$ cat config.mk
export PLATFORM = sky130hd
export DESIGN_NAME = inst_fetch_unit
export DESIGN_NICKNAME = d
export VERILOG_FILES = /design/src/rtl/fetch_pkg.sv /design/src/rtl/fetch_fifo.sv /design/src/rtl/inst_fetch_unit.sv
export SDC_FILE = /design/constraint.sdc
export NUM_CORES = 1
export LEC_CHECK = 0
export BUFFER_PORTS_ARGS = -buffer_cell sky130_fd_sc_hd__buf_4
export CAP_MARGIN = 30
export CORE_AREA = 4 4 160 162
export CTS_BUF_LIST = sky130_fd_sc_hd__clkbuf_8
export DETAILED_ROUTE_END_ITERATION = 8
export DIE_AREA = 0 0 164 166
export PLACE_DENSITY = 0.82
export SLEW_MARGIN = 40
export SYNTH_ARGS = -nofsm -noshare
export SYNTH_HDL_FRONTEND = slang
export SYNTH_SLANG_ARGS = --single-unit
$ cat constraint.sdc
create_clock -name clk -period 9.65 [get_ports clk]
set_clock_uncertainty 0.2 [all_clocks]
set_input_delay 1.93 -clock clk [delete_from_list [all_inputs] [get_ports clk]]
set_output_delay 1.93 -clock clk [all_outputs]
set_load 0.01 [all_outputs]
$ cat src/rtl/fetch_pkg.sv
// rtl/fetch_pkg.sv - shared encodings and constants for the instruction fetch unit
// Contents:
//   ST_IDLE/ST_WAIT/ST_DROP  fetch FSM state encoding
//   INST_BYTES               PC increment per instruction
//   ENTRY_W                  FIFO entry width: {pc[63:32], instr[31:0]}
//   align_pc()               force a fetch address to a word boundary
package fetch_pkg;

  localparam logic [1:0] ST_IDLE = 2'd0;
  localparam logic [1:0] ST_WAIT = 2'd1;
  localparam logic [1:0] ST_DROP = 2'd2;

  localparam int INST_BYTES = 4;
  localparam int ENTRY_W    = 64;

  function automatic logic [31:0] align_pc(input logic [31:0] pc);
    return {pc[31:2], 2'b00};
  endfunction

endpackage

$ cat src/rtl/fetch_fifo.sv
// rtl/fetch_fifo.sv - show-ahead synchronous FIFO buffering fetched instructions
// Ports:
//   clk, rst     clock, synchronous active-low reset (clears storage too)
//   flush        drop all entries; overrides same-cycle push/pop
//   push, wdata  write one entry
//   pop          remove head entry (ignored when empty)
//   head         current head entry, valid whenever count != 0
//   count        occupancy, 0..DEPTH
module fetch_fifo #(
  parameter int DEPTH = 4,
  parameter int WIDTH = 64
) (
  input  logic                     clk,
  input  logic                     rst,
  input  logic                     flush,
  input  logic                     push,
  input  logic [WIDTH-1:0]         wdata,
  input  logic                     pop,
  output logic [WIDTH-1:0]         head,
  output logic [$clog2(DEPTH):0]   count
);

  localparam int PW = $clog2(DEPTH);
  localparam logic [PW-1:0] PTR_ONE = PW'(1);
  localparam logic [PW:0]   CNT_ONE = (PW + 1)'(1);
  localparam logic [PW:0]   FULL    = (PW + 1)'(DEPTH);

  logic [WIDTH-1:0] mem [DEPTH];
  logic [PW-1:0]    rd_ptr;
  logic [PW-1:0]    wr_ptr;
  logic             do_pop;

  assign do_pop = pop && (count != '0);
  assign head   = mem[rd_ptr];

  always_ff @(posedge clk) begin
    if (!rst) begin
      rd_ptr <= '0;
      wr_ptr <= '0;
      count  <= '0;
      for (int i = 0; i < DEPTH; i++) begin
        mem[i] <= '0;
      end
    end else if (flush) begin
      rd_ptr <= '0;
      wr_ptr <= '0;
      count  <= '0;
    end else begin
      if (push) begin
        // The fetch FSM only requests when a slot is guaranteed free.
        assert (count != FULL);
        mem[wr_ptr] <= wdata;
        wr_ptr      <= wr_ptr + PTR_ONE;
      end
      if (do_pop) begin
        rd_ptr <= rd_ptr + PTR_ONE;
      end
      case ({push, do_pop})
        2'b10:   count <= count + CNT_ONE;
        2'b01:   count <= count - CNT_ONE;
        default: count <= count;
      endcase
    end
  end

endmodule

$ cat src/rtl/inst_fetch_unit.sv
// rtl/inst_fetch_unit.sv - instruction fetch stage feeding the core decode stage
// Ports:
//   clk, rst                       clock, synchronous active-low reset
//   mem_req, mem_addr              registered read request to instruction memory
//   mem_ack, mem_rdata             one-cycle completion pulse with instruction word
//   inst_valid, inst, inst_pc      head of the instruction buffer
//   inst_ready                     core takes the head this cycle
//   redirect, redirect_pc          flush and restart fetch at a new address
//   fifo_count                     buffer occupancy
module inst_fetch_unit
  import fetch_pkg::*;
#(
  parameter int          DEPTH    = 4,
  parameter logic [31:0] RESET_PC = 32'h0000_0000
) (
  input  logic                   clk,
  input  logic                   rst,
  output logic                   mem_req,
  output logic [31:0]            mem_addr,
  input  logic                   mem_ack,
  input  logic [31:0]            mem_rdata,
  output logic                   inst_valid,
  output logic [31:0]            inst,
  output logic [31:0]            inst_pc,
  input  logic                   inst_ready,
  input  logic                   redirect,
  input  logic [31:0]            redirect_pc,
  output logic [$clog2(DEPTH):0] fifo_count
);

  localparam int CW = $clog2(DEPTH) + 1;
  localparam logic [CW-1:0] FULL = CW'(DEPTH);
  localparam logic [31:0]   STEP = 32'(INST_BYTES);

  logic [1:0]         state;
  logic [31:0]        fetch_pc;
  logic               pop;
  logic               push;
  logic [ENTRY_W-1:0] head;
  logic [CW-1:0]      cnt_after_pop;
  logic [CW-1:0]      cnt_after_all;

  // Redirect kills both sides of the buffer in the cycle it arrives.
  assign pop        = inst_valid && inst_ready && !redirect;
  assign push       = (state == ST_WAIT) && mem_ack && !redirect;
  assign inst_valid = (fifo_count != '0);
  assign inst       = head[31:0];
  assign inst_pc    = head[63:32];

  // Occupancy as it will be after this edge; decides whether another
  // request may be launched without risking overflow.
  assign cnt_after_pop = fifo_count - CW'(pop);
  assign cnt_after_all = cnt_after_pop + CW'(push);

  fetch_fifo #(
    .DEPTH (DEPTH),
    .WIDTH (ENTRY_W)
  ) u_fifo (
    .clk   (clk),
    .rst   (rst),
    .flush (redirect),
    .push  (push),
    .wdata ({fetch_pc, mem_rdata}),
    .pop   (pop),
    .head  (head),
    .count (fifo_count)
  );

  always_ff @(posedge clk) begin
    if (!rst) begin
      state    <= ST_IDLE;
      fetch_pc <= RESET_PC;
      mem_req  <= 1'b0;
      mem_addr <= RESET_PC;
    end else if (redirect) begin
      fetch_pc <= align_pc(redirect_pc);
      case (state)
        // An un-acked request is on the wrong path; wait it out in DROP.
        ST_WAIT, ST_DROP: begin
          if (mem_ack) begin
            state   <= ST_IDLE;
            mem_req <= 1'b0;
          end else begin
            state <= ST_DROP;
          end
        end
        default: begin
          state   <= ST_IDLE;
          mem_req <= 1'b0;
        end
      endcase
    end else begin
      case (state)
        ST_IDLE: begin
          if (cnt_after_pop < FULL) begin
            state    <= ST_WAIT;
            mem_req  <= 1'b1;
            mem_addr <= fetch_pc;
          end
        end
        ST_WAIT: begin
          if (mem_ack) begin
            fetch_pc <= fetch_pc + STEP;
            if (cnt_after_all < FULL) begin
              mem_addr <= fetch_pc + STEP;
            end else begin
              state   <= ST_IDLE;
              mem_req <= 1'b0;
            end
          end
        end
        ST_DROP: begin
          if (mem_ack) begin
            state   <= ST_IDLE;
            mem_req <= 1'b0;
          end
        end
        default: begin
          state   <= ST_IDLE;
          mem_req <= 1'b0;
        end
      endcase
    end
  end

endmodule

======== Word level (Yosys, flattened, before mapping) ========
Memories as Yosys holds them, arrays and structs flattened. A register that Yosys moved wholly into a read port is not among the register bits.
Index checks and enable logic that the tools add are counted.
word-level totals
  register bits ........................... 74
  input port bits ......................... 69
  memories kept ........................... 1
  output and inout bits ................... 101
  RAM bits ................................ 256
  logic and storage cells ................. 84
memories
  memory      words  width  rd ports  clocked after memory_dff  write ports  RTL line          text
  u_fifo.mem  4      64     1         1                         4            fetch_fifo.sv:28  logic [WIDTH-1:0] mem [DEPTH];
operators by class
  bitwise operators ....................... 2
  reductions and logical operators ........ 20
  $lt $le $gt $ge ......................... 2
  add/subtract/negate cells ............... 7
  equal/unequal tests ..................... 11
  multiplexer cells ....................... 33
operators by type and width
  operator                                             count
  2-to-1 mux 32 bit                                    6
  2-to-1 mux 64 bit                                    1
  one-hot mux 32 bit (2 select lines)                  1
  OR reduction 64 bit                                  1
  adder 32 x 3 -> 32 bit, second input constant        1
  2-to-1 mux 2 bit                                     10
  2-to-1 mux 1 bit                                     12
  inequality test 3 bit, second input constant         4
  nonzero test 2 bit                                   4
  less-than comparator 3 bit, second input constant    2
  one-hot mux 2 bit (3 select lines)                   1
  one-hot mux 3 bit (2 select lines)                   1
  logical AND 1 bit                                    5
  AND reduction 5 bit                                  1
  adder 2 x 1 -> 2 bit, second input constant          2
  equality test 2 x 1 -> 1 bit, second input constant  2
  equality test 2 bit, second input constant           2
  inequality test 2 bit, second input constant         2
  AND reduction 2 bit                                  2
  AND reduction 4 bit                                  1
  OR reduction 2 bit                                   2
  adder 3 x 1 -> 3 bit                                 1
  adder 3 x 1 -> 3 bit, second input constant          1
  one-hot mux 1 bit (3 select lines)                   1
  8 further kinds                                      9

======== Depth between registers and ports, before layout ========
  depth after elaboration ................. 10
  gate-level depth with buffers ........... 11
  depth with buffers taken out ............ 10

======== Cells and area by module ========
From an unflattened synthesis, not the netlist that was laid out.
second synthesis, totals
  cell total of the unflattened synthesis .. 1112
  area, all modules ....................... 15021.9 µm²
modules (own cells, without submodules)
  module           sequential area each (µm²)  cells an instance  area an instance (µm²)  times used
  fetch_fifo       7867.5                      673                11503.5                 1
  inst_fetch_unit  1261.2                      439                3518.4                  1

======== Worst setup path after synthesis ========
OpenSTA, ideal clock, no wires.
  kind .................................... input to register
  start ................................... input redirect
  end ..................................... memory u_fifo.mem[1][0], enable pin
  library setup time ...................... 0.567 ns
  slack ................................... 2.309 ns
  stages on the path ...................... 3
  data arrival time ....................... 6.573 ns
  path buffers ............................ 0
  required time ........................... 8.883 ns
  path through ............................ inv_1 nand2_1 o21ai_0
RTL lines
  what             RTL line               text
  start, declared  inst_fetch_unit.sv:26  input logic redirect,
  end, declared    fetch_fifo.sv:28

==> results.toml <==
[run_status]
status = "complete, no violations"

[setup_path]
crit_path_start_kind = "flip-flop"
cp.required_ns = 7.52
cp.buffers_inverters = 2
cp-end-kind = "output port"
slowest_delay_ns = 0.65
slowest_stage = "mux4_2"
path_delay_family = "buffers and inverters"
regToRegSetupSlack_ns = 6.11
path_max_fanout = 50
r2r-start = "u_fifo.count[0]$_SDFFE_PP0P_"
crit_chain = "buf_6 -> mux4_2 -> buf_4"
crit_type = "flip-flop to output port"
reg2reg_to = "mem_addr[12]$_SDFFE_PN0P_"
cp.arrival_ns = 2.58
ff2ff_path_depth = 10

[synthesis]
synth_area_sq_um = 14560
synth_cells = 1079
netlist.area_leader.share_pct = 51.13
postSynth.asyncResetShare_pct = 0
synth.most_common_cell = "and2_1"
ys_seq_area_share_pct = 61.03
synth_common_cells = "252 x and2_1, 248 x edfxtp_1, 72 x dfxtp_1"
yosys-top-cells-area = "edfxtp_1 51%, and2_1 11%, dfxtp_1 9.9%, mux4_2 9.6%, xor2_1 2.2%"
yosysWarnings = 0
synth_area_leader_cell = "edfxtp_1"
synthFlopType = "edfxtp_1"
ys_ff_latch = 320
synth_edf_count = 248
synth.distinct_cells = 49
avgSynthCellArea_sq_um = 13.50

[die]
die_w_microns = 164
dieHeight_microns = 166
die_area_sq_um = 27220
start_util_pct = 60.42
coreArea_sq_um = 24110
fp-row-count = 57
io_pins = 170

[cts]
cts_tree = "yes"
root_buffer = "clkbuf_8"
clockBufferDepth = 3
cts_resized = 0
clkTransAtPathRegs_ns = 0.06
cts.htree.levels = 2
cts_hold_buf = 0
cts_setup_buffers = 0
cts.sinks = 320
numCtsBuffers = 51
clkLatencyLatePin_ns = 0.57

[sta]
finalHoldViolations = 0
slew_headroom_pct = 47.05
finalSetupViolCount = 0
clock.fmax_mhz = 212.1
drv_slew = 0
fin_ws_ns = 4.935
rsz0062_at_grt = "false"
worst_slew_pin_slew_ns = 0.7934
fin_crit_sh_pct = 48.86
setup_tns_ns = 0
period_minus_slack_ns = 4.715

[power_and_ir_drop]
switching_power_uw = 665.7
ir_drop_mv = 0.09659
internal_power_uw = 2161
p_per_area_nw_per_um2 = 167.0
p_clk_share_pct = 36.6
finalPower_uw = 2827
switching_share_pct = 23.55
total_leakage_power_uw = 0.006392
combPwrFrac_pct = 7.3
seqPwrFrac_pct = 56.1

[grt]
grt-busiest-layer = "met2"
gr-usage-met1_pct = 32.44
grt_pass1_wl_microns = 50280
grtUsageTotal_pct = 23.42
grtUsageMet2_pct = 38.86
grt_pass1_vias = 9341
grt_overflow = 0
use_met3_pct = 4.368
grt_max_degree = 63
antenna_found_initial = 0

[drt]
firstDrtPassIters = 6
vias = 9010
drt_iter0_markers = 755
drc_errors = 0
routedWlPerCell_microns = 20.02
antenna_left = 0
viasPerCell = 5.692
wirelength_microns = 31700

[placement]
dp_slack_ns = 4.741
gp_congestion = 0.8442
port_buffers = 163
dp_hpwl_microns = 18980

[final_layout]
nFillCells = 1693
drive_above_1_share_pct = 25.66
fin_nets = 1297
areaGrowthSynthToFinish_pct = 16.21
antenna_cells = 0

[hold_path]
holdPathEnd = "state[0]$_SDFFE_PN0P_"
hold_depth = 2
hp-class = "flip-flop to flip-flop"
hp-start = "state[0]$_SDFFE_PN0P_"

[run]
drv_cap = 0
## power groups by stage
stage	Sequential, uW	Clock (uW)	Combinational, uW
detailed placement	1610	0	206
floorplan	1600	0	121
finish	1590	1030	205
global placement	1610	0	200
global route	1590	1120	224
CTS	1590	1050	207
## routing by layer
layer	vias to the layer above	share of wire, %
li1	4175	-
met1	4416	41
met2	376	50
met3	43	7.5
met4	0	1.8
met5	-	0
## worst max path at each step
| stage | start | to | depth (start not counted) | slack (ns) |
|---|---|---|---|---|
| 2_1_floorplan | redirect | u_fifo.mem[1][0]$_SDFFCE_PN0P_ | 3 | 2.31 |
| 5_1_grt | flip-flop | inst_pc[13] | 3 | 4.75 |
| 6_report | flip-flop | inst_pc[13] | 3 | 4.94 |
| 4_1_cts | flip-flop | inst_pc[13] | 3 | 4.84 |
| 3_5_place_dp | redirect | mem_addr[12]$_SDFFE_PN0P_ | 11 | 4.74 |
| 3_3_place_gp | redirect | mem_addr[14]$_SDFFE_PN0P_ | 11 | 4.80 |
## sequential cells by signal (all words and copies together), names as in the netlist, named ones only
| signal | count |
|---|---|
| u_fifo.mem | 248 |
| fetch_pc | 30 |
| mem_addr | 30 |
| u_fifo.count | 3 |
| state | 2 |
| u_fifo.rd_ptr | 2 |
| u_fifo.wr_ptr | 2 |
| mem_req | 1 |
## area by class of cell
| class | count | area, sq um | share of cell area [%] |
|---|---|---|---|
| repair buffers | 176 | 1381 | 8.161 |
| well taps | 324 | 405.4 | 2.395 |
| clock inverters | 37 | 152.6 | 0.9019 |
| inverters | 10 | 37.54 | 0.2218 |
| flip-flops and latches | 320 | 8894 | 52.55 |
| clock buffers | 55 | 757.0 | 4.473 |
| multi-input cells | 661 | 5298 | 31.30 |
## cells by family after synthesis
| family | after synthesis | synth area share, % |
|---|---|---|
| AO/OA/AOI/OAI | 110 | 4.184 |
| XOR/XNOR | 65 | 3.909 |
| adder cells (fa/ha/maj) | 8 | 0.7388 |
| buffers and inverters | 101 | 3.196 |
| flip-flops | 320 | 61.03 |
| multiplexers | 69 | 10.08 |
| other | 1 | 0.02575 |
| AND/OR/NAND/NOR | 405 | 16.84 |
## worst register-to-register path, stage by stage (launching register included)
cell,delay [ns]
dfxtp_1,0.34
or3_1,0.41
and3_1,0.20
ha_1,0.18
ha_1,0.30
or3_1,0.35
mux2_2,0.29
o32ai_4,0.37
buf_4,0.49
o21ai_0,0.17
a21oi_1,0.17
## layout by cell type (no fill, tap or decap), types with 4 or more instances in the layout
master	netlist	routed
buf_4	12	169
nand2_1	24	24
a211oi_1	13	13
and3_1	13	13
inv_1	10	28
nor3_1	4	4
buf_6	2	4
a21oi_1	47	47
clkinv_1	0	13
nor2_1	45	43
o21ai_0	43	41
ha_1	7	7
xor2_1	37	37
dfxtp_1	72	70
mux4_2	62	62
or3_1	5	5
edfxtp_1	248	248
and2_1	252	252
clkbuf_8	0	55
mux2i_1	6	6
clkinv_2	0	4
and4_1	4	4
xnor2_1	28	28
nand4_1	15	15
nand3_1	19	19
conb_1	1	4
## through the flow
step,cell area [sq um],instances,utilization (%),hold slack [ns]
after floorplan,14580,1082,-,0.2491
after global placement,15930,1488,66.10,0.2622
after detailed placement,16020,1491,66.44,0.2738
after CTS,16930,1583,70.21,0.2819
after global routing,16930,1583,70.21,0.3141
final,16930,1583,70.21,0.2817
Power figures use the tool's default switching activity.
